### config.mk
export PLATFORM = sky130hd
export DESIGN_NAME = mult_accum_stage
export DESIGN_NICKNAME = d
export VERILOG_FILES = /design/src/rtl/mult_accum_stage.sv
export SDC_FILE = /design/constraint.sdc
export NUM_CORES = 1
export LEC_CHECK = 0
export ABC_CLOCK_PERIOD_IN_PS = 4600
export CORE_ASPECT_RATIO = 1.4
export CORE_MARGIN = 5
export CORE_UTILIZATION = 44
export CTS_CLUSTER_DIAMETER = 40
export DETAILED_ROUTE_END_ITERATION = 12
export GPL_TIMING_DRIVEN = 0
export PLACE_DENSITY = 0.81
export SLEW_MARGIN = 30
export SYNTH_ARGS = -nofsm -noshare
export SYNTH_HDL_FRONTEND = slang
export SYNTH_SLANG_ARGS = --single-unit
export TNS_END_PERCENT = 50
### constraint.sdc
create_clock -name clk -period 4.6 [get_ports clk]
set_input_delay 0.92 -clock clk [delete_from_list [all_inputs] [get_ports clk]]
set_output_delay 0.92 -clock clk [all_outputs]
set_load 0.02 [all_outputs]
### src/rtl/mult_accum_stage.sv
// ----------------------------------------------------------------------------
// mult_accum_stage
//
// Sequential stage that sits after the combinational 8x8 array multiplier.
// It takes a programmed number of unsigned products over a valid/ready
// handshake and adds them into a saturating accumulator. The finished sum is
// then offered on a second valid/ready handshake. Together with the
// multiplier this forms a dot-product / multiply-accumulate datapath.
//
// Ports:
//   clk         clock, rising edge
//   rst         asynchronous active-high reset
//   start       one-cycle request to begin an accumulation (IDLE only)
//   len         number of products to accumulate, sampled with start
//   prod        unsigned product from the multiplier
//   prod_valid  prod is valid this cycle
//   prod_ready  stage accepts prod this cycle (high in ACCUM)
//   acc_out     accumulated result (running partial sum while in ACCUM)
//   out_valid   acc_out holds a completed result (high in DONE)
//   out_ready   consumer accepts the result
//   busy        high in ACCUM or DONE
//   overflow    sticky saturation flag for the current/last transaction
//
// State | meaning
// ------+----------------------------------------------------------------
// IDLE  | waiting for start; the last result and overflow are held
// ACCUM | accepting products until the programmed count is exhausted
// DONE  | result presented on out_valid until out_ready
// ----------------------------------------------------------------------------
module mult_accum_stage #(
  parameter int PROD_W = 16,
  parameter int ACC_W  = 24,
  parameter int CNT_W  = 8
) (
  input  logic              clk,
  input  logic              rst,
  input  logic              start,
  input  logic [CNT_W-1:0]  len,
  input  logic [PROD_W-1:0] prod,
  input  logic              prod_valid,
  output logic              prod_ready,
  output logic [ACC_W-1:0]  acc_out,
  output logic              out_valid,
  input  logic              out_ready,
  output logic              busy,
  output logic              overflow
);

  if (ACC_W <= PROD_W) begin : g_bad_width
    $error("mult_accum_stage: ACC_W must be greater than PROD_W");
  end

  typedef enum logic [1:0] {
    S_IDLE  = 2'd0,
    S_ACCUM = 2'd1,
    S_DONE  = 2'd2
  } state_t;

  state_t             state_q, state_d;
  logic [ACC_W-1:0]   acc_q, acc_d;
  logic [CNT_W-1:0]   count_q, count_d;
  logic               overflow_q, overflow_d;

  logic               xfer;
  logic [ACC_W:0]     sum;

  // prod_ready is decoded from state, so a transfer is simply valid in ACCUM.
  assign xfer = (state_q == S_ACCUM) && prod_valid;

  // One extra bit catches the carry out that triggers saturation. Once the
  // accumulator is all ones any nonzero product carries again, so saturation
  // is naturally sticky for the rest of the transaction.
  assign sum = {1'b0, acc_q} + {{(ACC_W + 1 - PROD_W){1'b0}}, prod};

  always_comb begin
    state_d    = state_q;
    acc_d      = acc_q;
    count_d    = count_q;
    overflow_d = overflow_q;

    case (state_q)
      S_IDLE: begin
        if (start) begin
          acc_d      = '0;
          overflow_d = 1'b0;
          count_d    = len;
          if (len == '0) begin
            state_d = S_DONE;
          end else begin
            state_d = S_ACCUM;
          end
        end
      end

      S_ACCUM: begin
        if (xfer) begin
          count_d = count_q - 1'b1;
          if (sum[ACC_W]) begin
            acc_d      = '1;
            overflow_d = 1'b1;
          end else begin
            acc_d = sum[ACC_W-1:0];
          end
          if (count_q == {{(CNT_W-1){1'b0}}, 1'b1}) begin
            state_d = S_DONE;
          end
        end
      end

      S_DONE: begin
        if (out_ready) begin
          state_d = S_IDLE;
        end
      end

      default: begin
        state_d = S_IDLE;
      end
    endcase
  end

  always_ff @(posedge clk or posedge rst) begin
    if (rst) begin
      state_q    <= S_IDLE;
      acc_q      <= '0;
      count_q    <= '0;
      overflow_q <= 1'b0;
    end else begin
      state_q    <= state_d;
      acc_q      <= acc_d;
      count_q    <= count_d;
      overflow_q <= overflow_d;
    end
  end

  assign prod_ready = (state_q == S_ACCUM);
  assign out_valid  = (state_q == S_DONE);
  assign busy       = (state_q == S_ACCUM) || (state_q == S_DONE);
  assign acc_out    = acc_q;
  assign overflow   = overflow_q;

endmodule
==> impl_results.md, run 1 <==
* Area grow syn2layout at 28.69%
* I/O pins at 57
* P_leak at 1.451 nW
* CORE AREA at 5822 sq um
* All-Layer GR Usage at 18.47%
* Multi-input logic area at 1640 sq um
* Register area at 875.8 sq um
* Vias in the first global route at 2510
* Post-Syn Area at 2613 sq um
* Clk pin slew, worst setup/hold paths at 0.07 ns
* Die Y-Extent at 101.2 um
* Syn nets at 340
* RePlAce Congestion at 0.8651
* Setup Skew at 0.002877 ns
* CTS tree: yes
* RSZ-0062 raised after global routing: false
* MaxCap Viol Count at 0
* Clock sinks at 35
* Startpoint Class: primary input
* CP Capture Type: flip-flop
* Yosys warnings at 0
* Yosys top cell area share at 33.52%
* WP data required at 4.77 ns
* Cell variety after synth at 56
* Status: finished, final reports clean
* Postcts setup bufs at 0
* DP HPWL at 5.179 mm
* Max Buffers Root-to-Sink at 2
* Clk Latency, worst-skew pair at 0.29 ns
* Starting density of the core at 44.87%
* Buffers plus inverters on the worst setup path at 2
* Actual slew at the worst max-slew pin at 0.6336 ns
* PD cells at 509.8 nW/um^2
* H-tree levels at 2
* Cells after DPL at 416
* Critical path's top delay family: compound AO/OA/AOI/OAI gates
* Slew Viols, Final at 0
* Via count at 2548
* EDFF count, synth at 0
* Root buf cell: clkbuf_8
* Mapped Avg Cell Area at 9.040 sq um
* Fmax at 0.2815 GHz
* Final Cycle Share at 77.24%
* Slew HR at 57.76%
* Final wirelength at 6.815 mm
* CP max stage cell: a221o_1
* Flip-flop and latch count after synthesis at 35
* Final Net Count at 404
* Hold buffer count at cts at 0
* Asr flop ratio synth at 100.0%
* Area contributors post-synth: dfrtp_1 34%, ha_1 10%, a221o_1 5.7%, a21oi_1 4.0%, o21ai_0 3.3%
* CP startpoint: prod[0]
* CTS resizes at 0
* Peak VDD IR at 0.2708 mV
* Post-synthesis sequential area ratio at 33.52%
* Fillers at 540
* Post-synth top area cell: dfrtp_1
* Reg-to-Reg Start: acc_out[0]
* Post-route setup TNS at 0 ns
* # diodes at 0
* Crit-path cells: clkdlybuf4s50_1 > ha_1 > fa_1 > a21o_1 > a221o_1 > and4_4 > o31ai_4 > nor3_2 > buf_6 > a221o_1
* Hold Path Class: reg2reg
* DR WL/cell at 16.07 um
* Vias per cell at 6.009
* DRC viols at 0
* Most frequent CP cell: a221o_1
* DRT Pass-1 Iters at 4
* Rows at 33
* Critical Path AT at 3.73 ns
* DIE WIDTH at 75.13 um
* CTS buffer count at 5
* Critical path peak fanout at 10
* Final hold vios at 0
* Routed Antenna Nets at 0
* Critical Path Max Stage Delay at 0.42 ns
* Initial antenna violation count at 0
* Min cycle time layout at 3.553 ns
* First-pass GRT wire length at 11.15 mm
* Die area at 7600 sq um
* Largest net degree at the start of global routing at 30
* Layout cells sized above 1 at 6.497%
* Setup Crit Path Kind: in2reg
* HP Start: count_q[3]
* Fin cells at 424
* Synth Flop Type: dfrtp_1
* Buffers on Ports at 56
* Post-Syn Instances at 289
* Overall power at 0.001714 W
* Initial detailed-routing violation count at 97
* Gr ovfl total at 0
* # setup viols final at 0
==> worst reg2reg max path: stages, from the launching register on <==
cell     delay (ns)
dfrtp_1        0.40
ha_1           0.22
fa_1           0.40
a21o_1         0.22
a221o_1        0.42
and4_4         0.25
o31ai_4        0.30
nor3_2         0.15
buf_6          0.18
a221o_1        0.26
==> final cells by class <==
class                      count  area share (%)
multi-input combinational    231           48.79
sequential                    35           26.05
timing repair buffer          57           17.27
tap                           70           2.605
clock buffer                   7           2.270
buffer                        14           1.861
inverter                       9           1.005
clock inverter                 1          0.1489
==> cells by family after synthesis <==
family	Yosys count	synth area share, %
AOI/OAI and AO/OA	99	28.78
xor gates and xnor gates	13	4.358
adders and majority gates	22	10.82
buffers and inverters	23	3.688
DFF	35	33.52
muxes	1	0.3832
and+or+nand+nor	96	18.44
==> stage by stage <==
stage | area [sq um] | hold WS [ns] | setup WS (ns) | utilization, %
after global placement | 3261 | 0.4895 | 0.7696 | 56.01
after CTS | 3362 | 0.5288 | 1.039 | 57.75
after global routing | 3362 | 0.5664 | 0.9230 | 57.75
after floorplan | 2613 | 0.4694 | 1.389 | -
final | 3362 | 0.5258 | 1.047 | 57.75
after detailed placement | 3281 | 0.5125 | 0.7383 | 56.35
==> state kept, by name, summed over array words and instances (netlist names) <==
| name | flops |
|---|---|
| state_q | 2 |
| acc_out | 24 |
| count_q | 8 |
| overflow | 1 |
==> where the power goes <==
group	total, W	internal, W	switching (W)	leakage [nW]
logic	0.00102	0.000427	0.000595	0.951
clock network	0.000218	0.000106	0.000111	0.0422
registers	0.000474	0.000396	0.0000788	0.458
total	0.00171	0.000929	0.000785	1.45
==> cell usage after synthesis, types with 2 or more instances <==
master,n
dfrtp_1,35
nand2_1,22
nor2_1,22
a21oi_1,21
ha_1,21
o21ai_0,17
a221o_1,15
nand3_1,15
clkbuf_1,11
inv_1,9
and3_1,8
xnor2_1,7
nor3_1,6
xor2_1,6
a21o_1,5
nand4_1,5
o22ai_1,4
a211o_1,3
a31oi_1,3
a41oi_1,3
and2_1,3
nor2b_1,3
nor4_1,3
a211oi_1,2
a21oi_2,2
a221oi_1,2
clkbuf_2,2
nand2b_1,2
o211ai_1,2
o21a_1,2
o31a_1,2
or4b_2,2
==> worst paths after layout <==
path                       depth (start not counted)  slack (ns)          end
setup reg to reg                                   9        1.69   acc_out[6]
min in group asynchronous                          2        0.85   state_q[0]
max in group asynchronous                          3        3.35  acc_out[18]
hold / removal                                     2        0.53   count_q[3]
hold reg to reg                                    2        0.53   count_q[3]
setup / recovery                                  10        1.05   acc_out[6]
==> cells in the final DEF (no fill, tap or decap), types with 3 or more instances in the layout <==
master | synthesis | layout
a211o_1 | 3 | 3
a21o_1 | 5 | 5
a21oi_1 | 21 | 21
a221o_1 | 15 | 15
a31oi_1 | 3 | 3
a41oi_1 | 3 | 3
and2_1 | 3 | 3
and3_1 | 8 | 8
clkbuf_1 | 11 | 13
clkbuf_8 | 0 | 5
clkdlybuf4s50_1 | 0 | 56
dfrtp_1 | 35 | 35
ha_1 | 21 | 21
inv_1 | 9 | 8
nand2_1 | 22 | 22
nand3_1 | 15 | 15
nand4_1 | 5 | 5
nor2_1 | 22 | 22
nor2b_1 | 3 | 3
nor3_1 | 6 | 6
nor4_1 | 3 | 3
o21ai_0 | 17 | 17
o22ai_1 | 4 | 4
xnor2_1 | 7 | 7
xor2_1 | 6 | 6
==> routing by layer <==
layer	track usage [%]	vias to the layer above	wire, um
met5	0	-	0
met4	7.671	0	149
met3	3.277	14	377
met2	32.62	77	3452
met1	21.43	1218	2835
li1	-	1239	-
(Power assumes the default switching activity.)
==> inputs of run 2 (changes only) <==
ABC_CLOCK_PERIOD_IN_PS = 3200   (was 4600)
PLACE_DENSITY = 0.84   (was 0.81)
clock period = 3.2 ns   (was 4.6 ns; I/O delays follow)
==> impl_results.md, run 2 (synthesis gave the netlist of run 1 again) <==
* Via count at 2657 (was 2548)
* DRT Pass-1 Iters at 4 (unchanged)
* Startpoint Class: primary input (unchanged)
* Rows at 33 (unchanged)
* Most used routing layer: met2 (unchanged)
* Actual slew at the worst max-slew pin at 0.7324 ns (was 0.6336 ns)
* Switch share at 45.29% (was 45.82%)
* CORE AREA at 5822 sq um (unchanged)
* DP HPWL at 5.297 mm (was 5.179 mm)
* Vias in the first global route at 2564 (was 2510)
* Buffers on Ports at 56 (unchanged)
* P_leak at 1.478 nW (was 1.451 nW)
* Post-route setup TNS at 0 ns (unchanged)
* H-tree levels at 2 (unchanged)
* Root buf cell: clkbuf_8 (unchanged)
* CTS tree: yes (unchanged)
* MaxCap Viol Count at 0 (unchanged)
* Post-route core utilization at 58.52% (was 57.75%)
* Slew Viols, Final at 0 (unchanged)
* Max Buffers Root-to-Sink at 2 (unchanged)
* Setup Skew at 0.007628 ns (was 0.002877 ns)
* Sequential Power Share at 27.2% (was 27.7%)
* Gr ovfl total at 0 (unchanged)
* Critical Path AT at 3.32 ns (was 3.73 ns)
* Hold buffer count at cts at 0 (unchanged)
* DR WL/cell at 16.24 um (was 16.07 um)
* Die Y-Extent at 101.2 um (unchanged)
* Final setup margin at 0.05318 ns (was 1.047 ns)
* Final Net Count at 411 (was 404)
* WP data required at 3.37 ns (was 4.77 ns)
* Final Cycle Share at 98.34%
* Commonest non-fill, non-tap cell in the layout: clkdlybuf4s50_1 (unchanged)
* Setup Crit Path Kind: in2reg (unchanged)
* Largest register FFs at 24 (unchanged)
* Starting density of the core at 44.87% (unchanged)
* Hold Path Class: reg2reg (unchanged)
* # setup viols final at 0 (unchanged)
* Initial antenna violation count at 0 (unchanged)
* Largest net degree at the start of global routing at 36 (was 30)
* Met3 Use GR at 3.476% (was 3.277%)
* Fillers at 522 (was 540)
* Clk pin slew, worst setup/hold paths at 0.07 ns (about the same)
* Overall power at 0.002507 W (was 0.001714 W)
* DIE WIDTH at 75.13 um (unchanged)
* First-pass GRT wire length at 11.18 mm (was 11.15 mm)
* Layout cells sized above 1 at 8.864% (was 6.497%)
* Clock power frac at 12.3% (was 12.7%)
* Final wirelength at 7.001 mm (was 6.815 mm)
* Grt met1 use at 21.37% (was 21.43%)
* All-Layer GR Usage at 18.45% (was 18.47%)
* CTS buffer count at 5 (unchanged)
* Met2 GRT Util at 33.09% (was 32.62%)
* Worst Hold Depth at 2 (unchanged)
* Peak VDD IR at 0.3890 mV (was 0.2708 mV)
* # diodes at 0 (unchanged)
* Min cycle time layout at 3.147 ns
* R2R cell count at 9 (unchanged)
* Logic gate share of total power at 60.5% (was 59.6%)
* DRC viols at 0 (unchanged)
* Initial detailed-routing violation count at 117 (was 97)
* CP Capture Type: flip-flop (unchanged)
* I/O pins at 57 (unchanged)
* Place WS at -0.3873 ns (was 0.7383 ns)
* Area grow syn2layout at 30.41% (was 28.69%)
* Most frequent cells in the layout: 56 x clkdlybuf4s50_1, 35 x dfrtp_1, 22 x nand2_1, 22 x nor2_1, 21 x a21oi_1 (was 56 x clkdlybuf4s50_1, 35 x dfrtp_1, 22 x nand2_1, 22 x nor2_1)
* Sw power at 0.001135 W (was 0.0007854 W)
* Status: finished, final reports clean (unchanged)
* Fmax at 0.3178 GHz
* Critical path peak fanout at 3 (was 10)
* Slew HR at 51.10% (was 57.76%)
* Final hold vios at 0 (unchanged)
* RePlAce Congestion at 0.8903 (was 0.8651)
* P_int at 0.001372 W (was 0.0009286 W)
* PD cells at 735.8 nW/um^2 (was 509.8 nW/um^2)
* Clock sinks at 35 (unchanged)
* Die area at 7600 sq um (unchanged)
* Clk Latency, worst-skew pair at 0.28 ns (was 0.29 ns)
* Worst hold slack at 0.5154 ns (was 0.5258 ns)
* Routed Antenna Nets at 0 (unchanged)
* Vias per cell at 6.165 (was 6.009)
-- run 2: changes by cell type in the layout (fill, tap and decap cells not counted) --
| cell | change |
|---|---|
| fa_1 | -1 |
| ha_2 | +1 |
| fa_2 | +1 |
| buf_4 | +8 |
| buf_12 | -1 |
| ha_1 | -1 |
-- run 2: area by class of cell --
cell class,count,area [sq um],area share [%]
plain buffers,14,62.56,1.836
well taps,70,87.58,2.571
flip-flops and latches,35,875.8,25.71
multi-input cells,231,1645,48.29
clock buffers,7,76.32,2.240
repair buffers,64,620.6,18.22
inverters,9,33.78,0.9916
clock inverters,1,5.005,0.1469
-- run 2: through the flow --
step                      area, sq um  cells
after floorplan                  2613    289
after global placement           3261    415
after detailed placement         3261    415
after CTS                        3357    425
after global routing             3407    431
final                            3407    431
-- run 2: power groups by stage --
stage | sequential (W) | combinational [W] | clock [W]
after detailed placement | 0.000687 | 0.00147 | 0
after global placement | 0.000683 | 0.00143 | 0
final | 0.000683 | 0.00152 | 0.000309
after CTS | 0.000682 | 0.00149 | 0.000313
after global routing | 0.000701 | 0.00166 | 0.000332
after floorplan | 0.000731 | 0.000971 | 0
-- run 2: critical path, cell delays in order --
cell             delay (ns)
clkdlybuf4s50_1        0.41
ha_2                   0.21
fa_2                   0.34
a21o_1                 0.19
a221o_1                0.34
buf_4                  0.16
a31oi_4                0.22
a21oi_2                0.10
a2111o_1               0.41
a221o_1                0.30
-- run 2: metal layers --
layer / vias to the layer above / part of all wire [%]
met4: 0 / 1.9
li1: 1248 / -
met2: 96 / 53
met1: 1298 / 39
met3: 15 / 6.2
met5: - / 0
-- run 2: final timing paths --
kind | from | end | slack, ns
min in group asynchronous | rst | state_q[1] | 0.80
max in group asynchronous | rst | acc_out[3] | 1.92
worst max register to register | acc_out[0] | acc_out[14] | 0.43
worst min register to register | count_q[3] | count_q[3] | 0.52
worst max-delay path | prod[0] | acc_out[14] | 0.05
worst min-delay path | count_q[3] | count_q[3] | 0.52
-- run 2: timing repair --
item / 4_1_cts / 5_1_grt
buffers inserted: 2 / 6
resized for setup: 0 / 2
pin swaps: 4 / 5
setup endpoints to repair: 12 / 17
